$ cat src/rtl/ehr_2.sv
// Two-port ephemeral history register: port 0 reads the start-of-cycle value,
// port 1 sees port 0's write forwarded; the last enabled write commits.
module ehr_2 #(
    parameter int unsigned N    = 32,
    parameter logic [N-1:0] INIT = '0
) (
    input  logic         clk,
    input  logic         rst_n,
    input  logic [N-1:0] wd0,
    input  logic         wv0,
    input  logic [N-1:0] wd1,
    input  logic         wv1,
    output logic [N-1:0] r0,
    output logic [N-1:0] r1
);

    logic [N-1:0] q;
    logic [N-1:0] q_nxt;

    // Port 1 is ordered after port 0, so its write takes priority at commit.
    assign q_nxt = wv1 ? wd1 : (wv0 ? wd0 : q);

    always_ff @(posedge clk) begin
        if (!rst_n) begin
            q <= INIT;
        end else begin
            q <= q_nxt;
        end
    end

    assign r0 = q;
    assign r1 = wv0 ? wd0 : q;

endmodule

$ cat config.mk
export PLATFORM = sky130hd
export DESIGN_NAME = ehr_2
export DESIGN_NICKNAME = d
export VERILOG_FILES = /design/src/rtl/ehr_2.sv
export SDC_FILE = /design/constraint.sdc
export NUM_CORES = 1
export LEC_CHECK = 0
export ABC_AREA = 1
export CAP_MARGIN = 10
export CORE_ASPECT_RATIO = 1.1
export CORE_MARGIN = 1.5
export CORE_UTILIZATION = 36
export CTS_CLUSTER_DIAMETER = 60
export DETAILED_ROUTE_END_ITERATION = 10
export PLACE_DENSITY_LB_ADDON = 0.08
export SLEW_MARGIN = 20
export SYNTH_ARGS = -nofsm -noshare
export SYNTH_HDL_FRONTEND = slang
export SYNTH_SLANG_ARGS = --single-unit
$ cat constraint.sdc
create_clock -name clk -period 0.99 [get_ports clk]
set_clock_uncertainty 0.05 [all_clocks]
set_input_delay 0.099 -clock clk [delete_from_list [all_inputs] [get_ports clk]]
set_output_delay 0.099 -clock clk [all_outputs]
set_load 0.005 [all_outputs]
# Word-level counts from Yosys, hierarchy flattened
# Index checks and enable logic that the tools add are counted.
totals:
  romBits: 0
  latchBits: 0
  inputBits: 68
  ramBits: 0
  n_memories: 0
  regBits: 32
  out_inout_bits: 64
  wordCells: 3
classes:
  n_shift: 0
  n_div: 0
  n_mul: 0
  n_mux: 2
  bitwise: 0
  n_addsub: 0
  reduce_logical: 0
  n_lt_le_gt_ge: 0
  eq_ne: 0
ops:
  columns: ["cell", "n"]
  rows:
  - ["32-bit 2-to-1 mux", 2]

# Longest topological paths before layout
depth:
  ltp_word: 2
  ltp_mapped: 7
  depth_no_buf: 5

# Worst setup path before layout
# OpenSTA, ideal clock, no wires.
synth_timing:
  path_type: "input -> register"
  from: "in wv0"
  to: "reg q[0] (netlist: r0[0])"
  stages: 6
  setup_ns: 0.109
  path_buffers: 2
  arrival_ns: 0.590
  setup_slack_ns: 0.241
  path_cell_list: "buf_6 clkbuf_8 nand2_1 nand3_2 nand2_1 inv_1"
synth_between:
  elab_chain_len: 2
synth_lines:
  columns: ["item", "line", "rtl"]
  rows:
  - ["start: declaration", "10", "input logic wv0,"]
  - ["32-bit 2-to-1 mux (2 in series)", null, null]
  - ["end signal: assignment", "27", "q <= q_nxt;"]
  - ["end: declaration", "17", "logic [N-1:0] q;"]
# No other way between the ends.
# A chain may end at the register's enable or synchronous reset.

# Worst setup path in the final report
layout_timing:
  from: "reg q[13] (netlist: r0[13])"
  to: "out r1[13]"
layout_between:
  elab_chain_len: 1
layout_lines:
  columns: ["item", "line", "rtl"]
  rows:
  - ["32-bit 2-to-1 mux", "32", "assign r1 = wv0 ? wd0 : q;"]
  - ["end: declaration", "14", "output logic [N-1:0] r1"]
# No other way between the ends.

==> results.txt <==
The flow ran to the end, but the final reports show violations. The final reports fail on negative setup slack. Compared with the post-synthesis result, the final layout area differs by 91.3%. After clock tree synthesis, the clock-pin slew on the worst setup and hold paths is 60 ps. Cell with the largest stage delay on the worst path: sky130_fd_sc_hd__dfxtp_2. The run gives 70.4% as the final design utilization. The largest total area in the synthesized netlist belongs to sky130_fd_sc_hd__dfxtp_1. The critical setup path kind was reg -> out. On the critical path the largest part of the delay comes from flip-flops. The post-placement cell area came out at 3600 um2.

In this run the mean area of a mapped cell was 6.37 um2. The final critical path takes up 108% of the cycle. The tools report the root buffer selected by CTS as sky130_fd_sc_hd__clkbuf_8. The logs give 2236 for the via count of the first global-routing pass and 21 for the largest net degree at the start of global routing.

Setup violations remaining at the end of the flow were counted as 3. In this run, distinct cell masters in the synthesized netlist total 15. The register with the most flip-flops in the layout has 32 of them.

The kind of path behind the tightest hold check was in -> reg. The first global-routing pass estimated 9970 um of wire. The power density over the cells works out to 1020 nW/um2. The data arrival time of the critical path is 920 ps. The congestion estimate from routability-driven global placement came to 0.720. The number of hold buffers added after CTS was 0.

The tools report the count of H-tree levels built during CTS as 2. During synthesis, Yosys emitted a total of 0 warnings. The static leakage power was 2.21 nW. Traced cell by cell, the critical path runs through buf_6 > nand2_2 > nand2_1 > buf_2. The floorplan step defined a die boundary enclosing 5900 um2.

For the number of buffers added by the clock tree synthesis step, the log shows 5. In this run the standard cell core region covers 5330 um2. The cell count after placement is 547. The number of buffers on the longest clock path came out at 2. The logs give 0 for the number of endpoints with negative hold slack in the final report and 515 for the final-layout fill cell count. The cell area that synthesis handed to floorplanning was 1960 um2.

After detailed routing, the number of remaining DRC violations is 0. The multi-input combinational cell area was 936 um2; the area share of the largest cell type after synthesis was 32.7%. In this run, the number of DRC markers left after iteration 0 of detailed routing was 85. For the worst vdd rail ir drop, the log shows 0.857 mV. Synthesis produced 308 cells. The number of flip-flops and latches in the synthesized netlist was 32. The fraction of layout instances using a drive strength above 1 is 43.1%.

By area the synthesized netlist is led by sky130_fd_sc_hd__dfxtp_1 33%, sky130_fd_sc_hd__nand2_1 21%, sky130_fd_sc_hd__inv_1 12%. In this run the core area contains 28 standard-cell rows. The final critical path time including I/O delays and setup works out to 1070 ps. The final worst slack is -77.1 ps, and the total buffers and inverters traversed by the critical path is 2. Of all nets on the critical path, the largest fanout is 2.

The die is 80.4 um tall. Clock latency on the worst-skew pair, taken at its later pin, is 270 ps. For this design, the sink count on the clock tree is 32. The routed wire length is 6590 um. The run gives 3750 um2 as the design area. The worst pin sits at a relative slew slack of 87.9%. Global routing finished with a remaining overflow of 0. The total number of vias is 2444. Setup repair after global routing could not meet its margin everywhere.

The number of nets in the layout was 569; the starting density of the core was 36.8%. For the pin with the worst max-slew slack, the measured transition is 181 ps. For this run, the number of standard cells in the final layout without fillers is 576. The repair_antennas step left the layout with diodes totalling 0.

The number of nets in the synthesized netlist is 376. The maximum clock rate was 0.937 GHz; the register area was 681 um2. For the worst setup path, the data required time is 840 ps. The number of placed I/O pins was 132; the share of synthesized area occupied by flip-flops and latches was 32.7%. The initial antenna violation count was 0. TritonCTS built the clock tree.

Using the TritonRoute via totals, the vias-per-cell ratio works out to 4.24. The tools report the total iterations of the first detailed-routing run as 4. The wire length per cell after detailed routing came out at 11.4 um. The chip width is 73.4 um. The half-perimeter wire length after detailed placement was 4460 um; the overall power was 3.82 mW.

In this run the remaining antenna-violating nets after routing total 0. The maximum single-stage delay on the critical path is 330 ps, and the sum of negative setup slack is -220 ps. The sort of element at the end of the critical path is a primary output. Max-cap violations in this run came to 0. The total routing usage reported by global routing came out at 21.8%. Port buffering added 131 buffers.

The count of pins over their slew limit was 0. The kind of start point of the critical path was a flip-flop.
[cell usage after synthesis]
master,number
sky130_fd_sc_hd__a21oi_1,32
sky130_fd_sc_hd__buf_12,1
sky130_fd_sc_hd__buf_2,6
sky130_fd_sc_hd__buf_4,1
sky130_fd_sc_hd__buf_6,5
sky130_fd_sc_hd__buf_8,1
sky130_fd_sc_hd__clkbuf_8,3
sky130_fd_sc_hd__dfxtp_1,32
sky130_fd_sc_hd__inv_1,65
sky130_fd_sc_hd__inv_2,1
sky130_fd_sc_hd__inv_8,1
sky130_fd_sc_hd__nand2_1,108
sky130_fd_sc_hd__nand2_2,20
sky130_fd_sc_hd__nand3_1,24
sky130_fd_sc_hd__nand3_2,8
[worst register-to-register path, stage by stage, from the launching register on]
cell and delay (ps):
sky130_fd_sc_hd__dfxtp_2 330, sky130_fd_sc_hd__buf_6 100, sky130_fd_sc_hd__nand2_4 40, sky130_fd_sc_hd__buf_4 120
sky130_fd_sc_hd__buf_4 120, sky130_fd_sc_hd__nand3_1 60, sky130_fd_sc_hd__nand2_1 50, sky130_fd_sc_hd__inv_1 40
[report_power, final]
part / switching [mW] / leakage, nW / internal, mW / total [mW]
combinational: 0.524 / 1.89 / 0.749 / 1.27
clock: 0.461 / 0.0503 / 0.619 / 1.08
sequential: 0.0641 / 0.275 / 1.40 / 1.47
total: 1.05 / 2.21 / 2.77 / 3.82
[cell families (layout without fill, tap and decap cells)]
group	after synthesis	count (layout)	share of synthesized area [%]
AOI/OAI and AO/OA	32	32	8.17
buffers and inverters	84	277	21.9
DFF	32	32	32.7
and+or+nand+nor	160	160	37.3
[timing repair]
action,in CTS,in global routing
cloned,2,1
endpoints found under the setup margin,95,64
pin swaps,8,16
setup buffers,9,11
resized for setup,252,42
[cell type report]
type | count | share of cell area [%]
clock buffers | 7 | 2.57
inverters | 67 | 7.14
multi-input cells | 192 | 24.9
flip-flops and latches | 32 | 18.1
well taps | 75 | 2.50
repair buffers | 201 | 44.0
repair inverters | 2 | 0.734
[metrics by stage]
stage | hold slack, ps | setup WS [ps]
global placement | 492 | -743
CTS | 339 | -131
finish | 321 | -77.1
global route | 337 | -129
detailed placement | 497 | -767
floorplan | 256 | 241
[placed cells by master (no fill, tap or decap)]
cell type	count
sky130_fd_sc_hd__inv_2	1
sky130_fd_sc_hd__buf_6	10
sky130_fd_sc_hd__buf_4	59
sky130_fd_sc_hd__nand2_2	33
sky130_fd_sc_hd__inv_8	1
sky130_fd_sc_hd__a21oi_1	32
sky130_fd_sc_hd__inv_1	65
sky130_fd_sc_hd__inv_12	1
sky130_fd_sc_hd__nand2_4	1
sky130_fd_sc_hd__clkbuf_8	7
sky130_fd_sc_hd__clkbuf_16	1
sky130_fd_sc_hd__nand3_2	9
sky130_fd_sc_hd__buf_8	1
sky130_fd_sc_hd__nand3_1	23
sky130_fd_sc_hd__inv_16	1
sky130_fd_sc_hd__buf_12	3
sky130_fd_sc_hd__clkdlybuf4s15_1	5
sky130_fd_sc_hd__dlymetal6s2s_1	1
sky130_fd_sc_hd__clkbuf_2	25
sky130_fd_sc_hd__clkdlybuf4s50_1	65
sky130_fd_sc_hd__nand2_1	94
sky130_fd_sc_hd__buf_2	31
sky130_fd_sc_hd__dfxtp_2	32
[per-layer routing]
layer / routed length [um] / GRT usage [%] / vias up
met4: 46 / 3.89 / 0
li1: - / - / 1294
met3: 406 / 6.40 / 4
met5: 0 / 0 / -
met2: 3360 / 40.0 / 77
met1: 2770 / 25.0 / 1069
[path summary, 6_finish.rpt]
kind / startpoint / to / slack (ps) / cells past startpoint
max reg2reg: r0[18]$_SDFF_PN0_ / r0[18]$_SDFF_PN0_ / 40 / 7
min reg2reg: r0[30]$_SDFF_PN0_ / r0[30]$_SDFF_PN0_ / 500 / 4
min: wv1 / r0[10]$_SDFF_PN0_ / 320 / 5
max: r0[13]$_SDFF_PN0_ / r1[13] / -80 / 4
Power figures use the tool's default switching activity.
